### config.mk
export PLATFORM = sky130hd
export DESIGN_NAME = mem_stage_flat
export DESIGN_NICKNAME = d
export VERILOG_FILES = /design/src/rtl/mem_stage_if.sv /design/src/rtl/mem_stage.sv /design/src/flat_wrapper.sv
export SDC_FILE = /design/constraint.sdc
export NUM_CORES = 1
export LEC_CHECK = 0
export ABC_AREA = 1
export CAP_MARGIN = 20
export CORE_AREA = 2 2 167 169
export CTS_BUF_LIST = sky130_fd_sc_hd__clkbuf_8
export CTS_CLUSTER_SIZE = 30
export DETAILED_ROUTE_END_ITERATION = 10
export DIE_AREA = 0 0 169 171
export GPL_TIMING_DRIVEN = 0
export PLACE_DENSITY_LB_ADDON = 0.2
export SLEW_MARGIN = 20
export SYNTH_ARGS = -nofsm -noshare
export SYNTH_HDL_FRONTEND = slang
export SYNTH_SLANG_ARGS = --single-unit
### constraint.sdc
create_clock -name clk -period 2.53 [get_ports clk]
set_input_delay 0.506 -clock clk [delete_from_list [all_inputs] [get_ports clk]]
set_output_delay 0.506 -clock clk [all_outputs]
set_load 0.01 [all_outputs]
### src/rtl/mem_stage_if.sv
// Bus bundle between the MEM stage and its neighbours: EX result in, SRAM load
// response in, WB/forwarding buses and the stall request out.
interface mem_stage_if;
    logic [5:0]   stall;
    logic [150:0] ex_to_mem_bus;
    logic [31:0]  data_sram_rdata;
    logic         data_sram_data_ok;
    logic [135:0] mem_to_wb_bus;
    logic [103:0] mem_to_id_bus;
    logic         stallreq_for_mem;

    modport master (
        output stall,
        output ex_to_mem_bus,
        output data_sram_rdata,
        output data_sram_data_ok,
        input  mem_to_wb_bus,
        input  mem_to_id_bus,
        input  stallreq_for_mem
    );

    modport slave (
        input  stall,
        input  ex_to_mem_bus,
        input  data_sram_rdata,
        input  data_sram_data_ok,
        output mem_to_wb_bus,
        output mem_to_id_bus,
        output stallreq_for_mem
    );
endinterface

### src/rtl/mem_stage.sv
// MEM pipeline stage: latches the EX result, waits for the load response,
// aligns/extends load data and drives the WB and forwarding buses.
module mem_stage (
    input  logic        clk,
    input  logic        resetn,
    mem_stage_if.slave  mif
);

    typedef enum logic [1:0] {
        ST_IDLE = 2'd0,
        ST_WAIT = 2'd1,
        ST_HOLD = 2'd2
    } state_t;

    state_t       state_r;
    state_t       state_nxt_s;
    logic [150:0] bus_r;
    logic [31:0]  rdata_buf_r;

    logic         capture_s;
    logic         bubble_s;
    logic [3:0]   sel_s;
    logic [65:0]  hilo_s;
    logic [4:0]   inst_load_s;
    logic [31:0]  pc_s;
    logic         sel_rf_res_s;
    logic         rf_we_s;
    logic [4:0]   rf_waddr_s;
    logic [31:0]  ex_result_s;
    logic [31:0]  raw_s;
    logic [31:0]  rf_wdata_s;
    logic         unused_s;

    // Lane select and extension for lw/lb/lbu/lh/lhu; ld = {lw, lb, lbu, lh, lhu}.
    function automatic logic [31:0] align_load(input logic [31:0] raw,
                                               input logic [3:0]  sel,
                                               input logic [4:0]  ld);
        logic [7:0]  b;
        logic [15:0] h;
        logic        ok;
        logic [31:0] res;
        b   = 8'd0;
        h   = 16'd0;
        ok  = 1'b1;
        res = 32'd0;
        if (ld[4]) begin
            res = raw;
        end else if (ld[3] | ld[2]) begin
            case (sel)
                4'b0001: b = raw[7:0];
                4'b0010: b = raw[15:8];
                4'b0100: b = raw[23:16];
                4'b1000: b = raw[31:24];
                default: ok = 1'b0;
            endcase
            if (!ok)
                res = 32'd0;
            else if (ld[3])
                res = {{24{b[7]}}, b};
            else
                res = {24'd0, b};
        end else if (ld[1] | ld[0]) begin
            case (sel)
                4'b0011: h = raw[15:0];
                4'b1100: h = raw[31:16];
                default: ok = 1'b0;
            endcase
            if (!ok)
                res = 32'd0;
            else if (ld[1])
                res = {{16{h[15]}}, h};
            else
                res = {16'd0, h};
        end else begin
            res = 32'd0;
        end
        return res;
    endfunction

    assign capture_s    = ~mif.stall[3];
    assign bubble_s     = mif.stall[3] & ~mif.stall[4];

    assign sel_s        = bus_r[150:147];
    assign hilo_s       = bus_r[146:81];
    assign inst_load_s  = bus_r[80:76];
    assign pc_s         = bus_r[75:44];
    assign sel_rf_res_s = bus_r[38];
    assign rf_we_s      = bus_r[37];
    assign rf_waddr_s   = bus_r[36:32];
    assign ex_result_s  = bus_r[31:0];

    // SRAM enable/byte-write fields and the other stall lanes are not consumed here.
    assign unused_s = ^{mif.stall[5], mif.stall[2:0], bus_r[43:39]};

    // EX->MEM pipeline register: bubble takes priority over capture.
    always_ff @(posedge clk or negedge resetn) begin
        if (!resetn)
            bus_r <= 151'd0;
        else if (bubble_s)
            bus_r <= 151'd0;
        else if (capture_s)
            bus_r <= mif.ex_to_mem_bus;
        else
            bus_r <= bus_r;
    end

    // FSM state register.
    always_ff @(posedge clk or negedge resetn) begin
        if (!resetn)
            state_r <= ST_IDLE;
        else
            state_r <= state_nxt_s;
    end

    // Keep the load word so a stalled stage can keep presenting it.
    always_ff @(posedge clk or negedge resetn) begin
        if (!resetn)
            rdata_buf_r <= 32'd0;
        else if ((state_r == ST_WAIT) && mif.data_sram_data_ok)
            rdata_buf_r <= mif.data_sram_rdata;
        else
            rdata_buf_r <= rdata_buf_r;
    end

    // Next state: a capture decides alone; a bubble empties the stage.
    always_comb begin
        state_nxt_s = state_r;
        if (capture_s) begin
            if (|mif.ex_to_mem_bus[80:76])
                state_nxt_s = ST_WAIT;
            else
                state_nxt_s = ST_IDLE;
        end else if (bubble_s) begin
            state_nxt_s = ST_IDLE;
        end else begin
            case (state_r)
                ST_WAIT: begin
                    if (mif.data_sram_data_ok)
                        state_nxt_s = ST_HOLD;
                    else
                        state_nxt_s = ST_WAIT;
                end
                ST_HOLD: state_nxt_s = ST_HOLD;
                ST_IDLE: state_nxt_s = ST_IDLE;
                default: state_nxt_s = ST_IDLE;
            endcase
        end
    end

    // Source of the load word: live SRAM data on the response cycle, buffer afterwards.
    always_comb begin
        raw_s = 32'd0;
        case (state_r)
            ST_WAIT: raw_s = mif.data_sram_rdata;
            ST_HOLD: raw_s = rdata_buf_r;
            default: raw_s = 32'd0;
        endcase
    end

    // Write-back value; forced to zero while the response is still outstanding.
    always_comb begin
        rf_wdata_s = 32'd0;
        if ((state_r == ST_WAIT) && !mif.data_sram_data_ok)
            rf_wdata_s = 32'd0;
        else if (sel_rf_res_s)
            rf_wdata_s = align_load(raw_s, sel_s, inst_load_s);
        else
            rf_wdata_s = ex_result_s;
    end

    assign mif.stallreq_for_mem = (state_r == ST_WAIT) & ~mif.data_sram_data_ok;
    assign mif.mem_to_wb_bus    = {hilo_s, pc_s, rf_we_s, rf_waddr_s, rf_wdata_s};
    assign mif.mem_to_id_bus    = {hilo_s, rf_we_s, rf_waddr_s, rf_wdata_s};

endmodule

### src/flat_wrapper.sv
// flat-port wrapper written by rule: the top's interface ports become plain ports
module mem_stage_flat 
  (clk, resetn, mif_stall, mif_ex_to_mem_bus, mif_data_sram_rdata, mif_data_sram_data_ok, mif_mem_to_wb_bus, mif_mem_to_id_bus, mif_stallreq_for_mem);
  mem_stage_if mif_i ();
  input  logic clk;
  input  logic resetn;
  input wire logic [$bits(mif_i.stall)-1:0] mif_stall;
  input wire logic [$bits(mif_i.ex_to_mem_bus)-1:0] mif_ex_to_mem_bus;
  input wire logic [$bits(mif_i.data_sram_rdata)-1:0] mif_data_sram_rdata;
  input wire logic [$bits(mif_i.data_sram_data_ok)-1:0] mif_data_sram_data_ok;
  output wire logic [$bits(mif_i.mem_to_wb_bus)-1:0] mif_mem_to_wb_bus;
  output wire logic [$bits(mif_i.mem_to_id_bus)-1:0] mif_mem_to_id_bus;
  output wire logic [$bits(mif_i.stallreq_for_mem)-1:0] mif_stallreq_for_mem;
  assign mif_i.stall = mif_stall;
  assign mif_i.ex_to_mem_bus = mif_ex_to_mem_bus;
  assign mif_i.data_sram_rdata = mif_data_sram_rdata;
  assign mif_i.data_sram_data_ok = mif_data_sram_data_ok;
  assign mif_mem_to_wb_bus = mif_i.mem_to_wb_bus;
  assign mif_mem_to_id_bus = mif_i.mem_to_id_bus;
  assign mif_stallreq_for_mem = mif_i.stallreq_for_mem;
  mem_stage u_core (.clk(clk), .resetn(resetn), .mif(mif_i));
endmodule
==> results.md <==
- Yosys top cell by area: dfrtp_1
- Area delta synth->final: 64.7%
- Final WL: 40600 um
- Critical path's slowest cell: dfrtp_1
- Clk Latency, worst-skew pair: 0.47 ns
- CTS buffer count: 17
- Predominant post-synthesis flop cell: dfrtp_1
- VDD IR max: 0.326 mV
- CP startpoint kind: register
- Post-synthesis sequential area ratio: 42.4%
- Async set or reset register ratio after synthesis: 100%
- Flops & latches, synth: 180
- Slowest Stage Delay on Critical Path: 0.42 ns
- GR Layer Usage met3: 6.89%
- Largest net degree at the start of global routing: 81
- Most common cell on crit path: buf_6
- Post-synth EDFFs: 0
- Vias post-DR: 10901
- Grt met1 use: 33.0%
- Mapped cell area: 10600 um2
- Final setup violating endpoints: 64
- DR WL/cell: 18.1 um
- Routed Antenna Nets: 0
- Period utilisation layout: 122%
- Area contributors post-synth: dfrtp_1, buf_4, o21ai_0, nand2_1, nand3_1
- Vias per cell: 4.87
- Global Route met2 Usage: 47.5%
- Slew @ Worst Pin: 0.784 ns
- Netlist cell types: 23
- Worst R2R Start: u_core.state_r[0]
- Pins Over Slew Limit: 0
- Worst EP arrival: 2.58 ns
- PwrDens: 466 nW/um2
- Quantity of I/O buffers inserted on ports: 422
- CTS root buf: clkbuf_8
- Gr usage total: 27.2%
- H-tree Lvls: 4
- DRT Pass-1 Iters: 5
- Clock transition at path regs: 0.10 ns
- Clock Path Buffers: 2
- I/O Pins: 433
- Slew headroom: 47.7%
- Antenna violations before repair: 3
- Max cap viols: 0
- Failing checks: negative setup slack
- CP Cell Sequence: buf_6 > ha_4 > buf_6 > buf_8 > inv_1 > nor2_2 > inv_2 > buf_4 > clkbuf_8 > o21ai_1 > a21oi_4 > buf_6 > buf_6
- Most frequent cell after synthesis: nand2_1
- HPWL Detailed: 30800 um
- Gpl congestion: 0.910
- Diodes inserted: 0
- Tmin final: 3.09 ns
- Status: finished with violations
- Core Area: 27300 um2
- CTS tree: built
- Starting DRT DRC Count: 666
- Share of cells above drive strength 1: 33.0%
- Starting density of the core: 38.9%
- Leak: 8.27 nW
- Worst Path Required: 2.02 ns
- Die height: 171 um
- Syn. warnings: 0
- Most instantiated cells after synthesis: nand2_1, buf_4, o21ai_0
- Die area: 28900 um2
- Vias in the first global route: 10541
- Setup CP Type: reg -> out
- Clock sinks: 180
- Final Non-Filler Cells: 2239
- Row count: 61
- Worst Path Max Fanout: 10
- Crit end category: primary output
- Nets: 2075
- Area fraction of the dominant cell type after synthesis: 42.4%
- Power consumption: 8.16 mW
- Mapped Nets: 1573
- Max Fclk: 0.324 GHz
- Mapped Cells: 1379
- Worst Skew: 0.0107 ns
- Fin. Hold Viols: 0
- Post-route DRC: 0
- Worst Slack Setup Final: -0.558 ns
- Placed cell count: 2149
- Grt ovf: 0
- Beginning of the worst hold path: mif_stall[3]
- Final core occ: 64.1%
- Busiest grt layer: met2
- Hold slack: 0.454 ns
- Tightest Hold Check Type: in -> reg
- Setup TNS: -27.73 ns
- First-pass GRT wire length: 59800 um
- Die width: 169 um
- RSZ-0062 raised after global routing: true
- Synth Area per Inst: 7.71 um2
- Crit path from: u_core.state_r[0]
## power breakdown
| group | total, mW | switching (mW) | internal, mW | leakage [nW] |
|---|---|---|---|---|
| combinational | 2.87 | 1.29 | 1.58 | 5.85 |
| sequential | 3.34 | 0.205 | 3.13 | 2.24 |
| clock | 1.95 | 1.23 | 0.723 | 0.184 |
| total | 8.16 | 2.72 | 5.43 | 8.27 |
## state kept, by name, summed over array words and instances (netlist names)
signal and flops:
u_core.bus_r 146, u_core.rdata_buf_r 32, u_core.state_r 2
## final timing paths
check	cells past startpoint	to	slack [ns]
max reg2reg	7	u_core.rdata_buf_r[8]	0.58
max in group asynchronous	4	u_core.bus_r[146]	0.95
max	13	mif_mem_to_wb_bus[22]	-0.56
min reg2reg	2	u_core.bus_r[16]	0.51
min	2	u_core.bus_r[45]	0.45
min in group asynchronous	2	u_core.rdata_buf_r[6]	0.49
## cells by family after synthesis
group	share of synthesized area (%)
buffers and inverters	23.8
muxes	3.39
AOI/OAI and AO/OA	11.3
DFF	42.4
and+or+nand+nor	18.8
adders and majority gates	0.235
## area by class of cell
cell class | count | area, um2
fillers | 2382 | 9820
repair buffers | 484 | 4850
multi-input cells | 741 | 4600
flip-flops and latches | 180 | 4500
plain buffers | 286 | 2100
inverters | 171 | 651
well taps | 346 | 433
clock buffers | 17 | 234
clock inverters | 14 | 134
## repair_timing
action	CTS	global route
gates resized for setup	588	107
cloned	7	2
hold endpoints to repair	38	0
endpoints found under the setup margin	65	64
pin swaps	107	69
buffers inserted	34	16
hold buffers	1	0
## critical path, delay by kind of cell, from the launching register on
family	cells	cell delay (ns)
buffers and inverters	9	1.10
DFF	1	0.42
AOI/OAI and AO/OA	2	0.39
adders and majority gates	1	0.16
and+or+nand+nor	1	0.05
## layout by cell type (no fill, tap or decap), types with 2 or more instances in the layout
cell type / instances
clkdlybuf4s50_1: 356
buf_4: 236
dfrtp_1: 180
inv_1: 163
o21ai_0: 157
nand3_1: 139
nand2_1: 122
nand2_2: 67
buf_6: 65
nor2_1: 51
nand2_4: 45
clkbuf_1: 41
mux2_2: 32
buf_2: 31
a21oi_2: 25
o21ai_1: 22
clkbuf_8: 19
a21oi_4: 15
buf_8: 14
nor2_2: 13
nand4_1: 10
buf_1: 10
o22ai_1: 8
nor2_4: 7
nand3_2: 7
o21ai_2: 6
inv_2: 5
inv_6: 5
buf_16: 5
buf_12: 4
nand3_4: 4
a21oi_1: 4
inv_8: 4
clkinvlp_4: 3
nand2_8: 3
clkbuf_2: 2
ha_4: 2
clkinv_4: 2
clkbuf_16: 2
## through the flow
step | worst slack (ns) | area, um2
finish | -0.558 | 17500
global route | -0.676 | 17500
CTS | -0.516 | 17000
detailed placement | -1.02 | 15300
global placement | -6.77 | 15300
floorplan | 0.0679 | 10600
## layer usage
metal / wire length (um) / up-vias / part of all wire, %
met1: 15900 / 5202 / 39
met5: 37 / - / 0.091
met2: 20300 / 425 / 50
li1: - / 5194 / -
met4: 1260 / 6 / 3.1
met3: 3010 / 74 / 7.4
No activity file was read; power rests on OpenSTA's default activity.
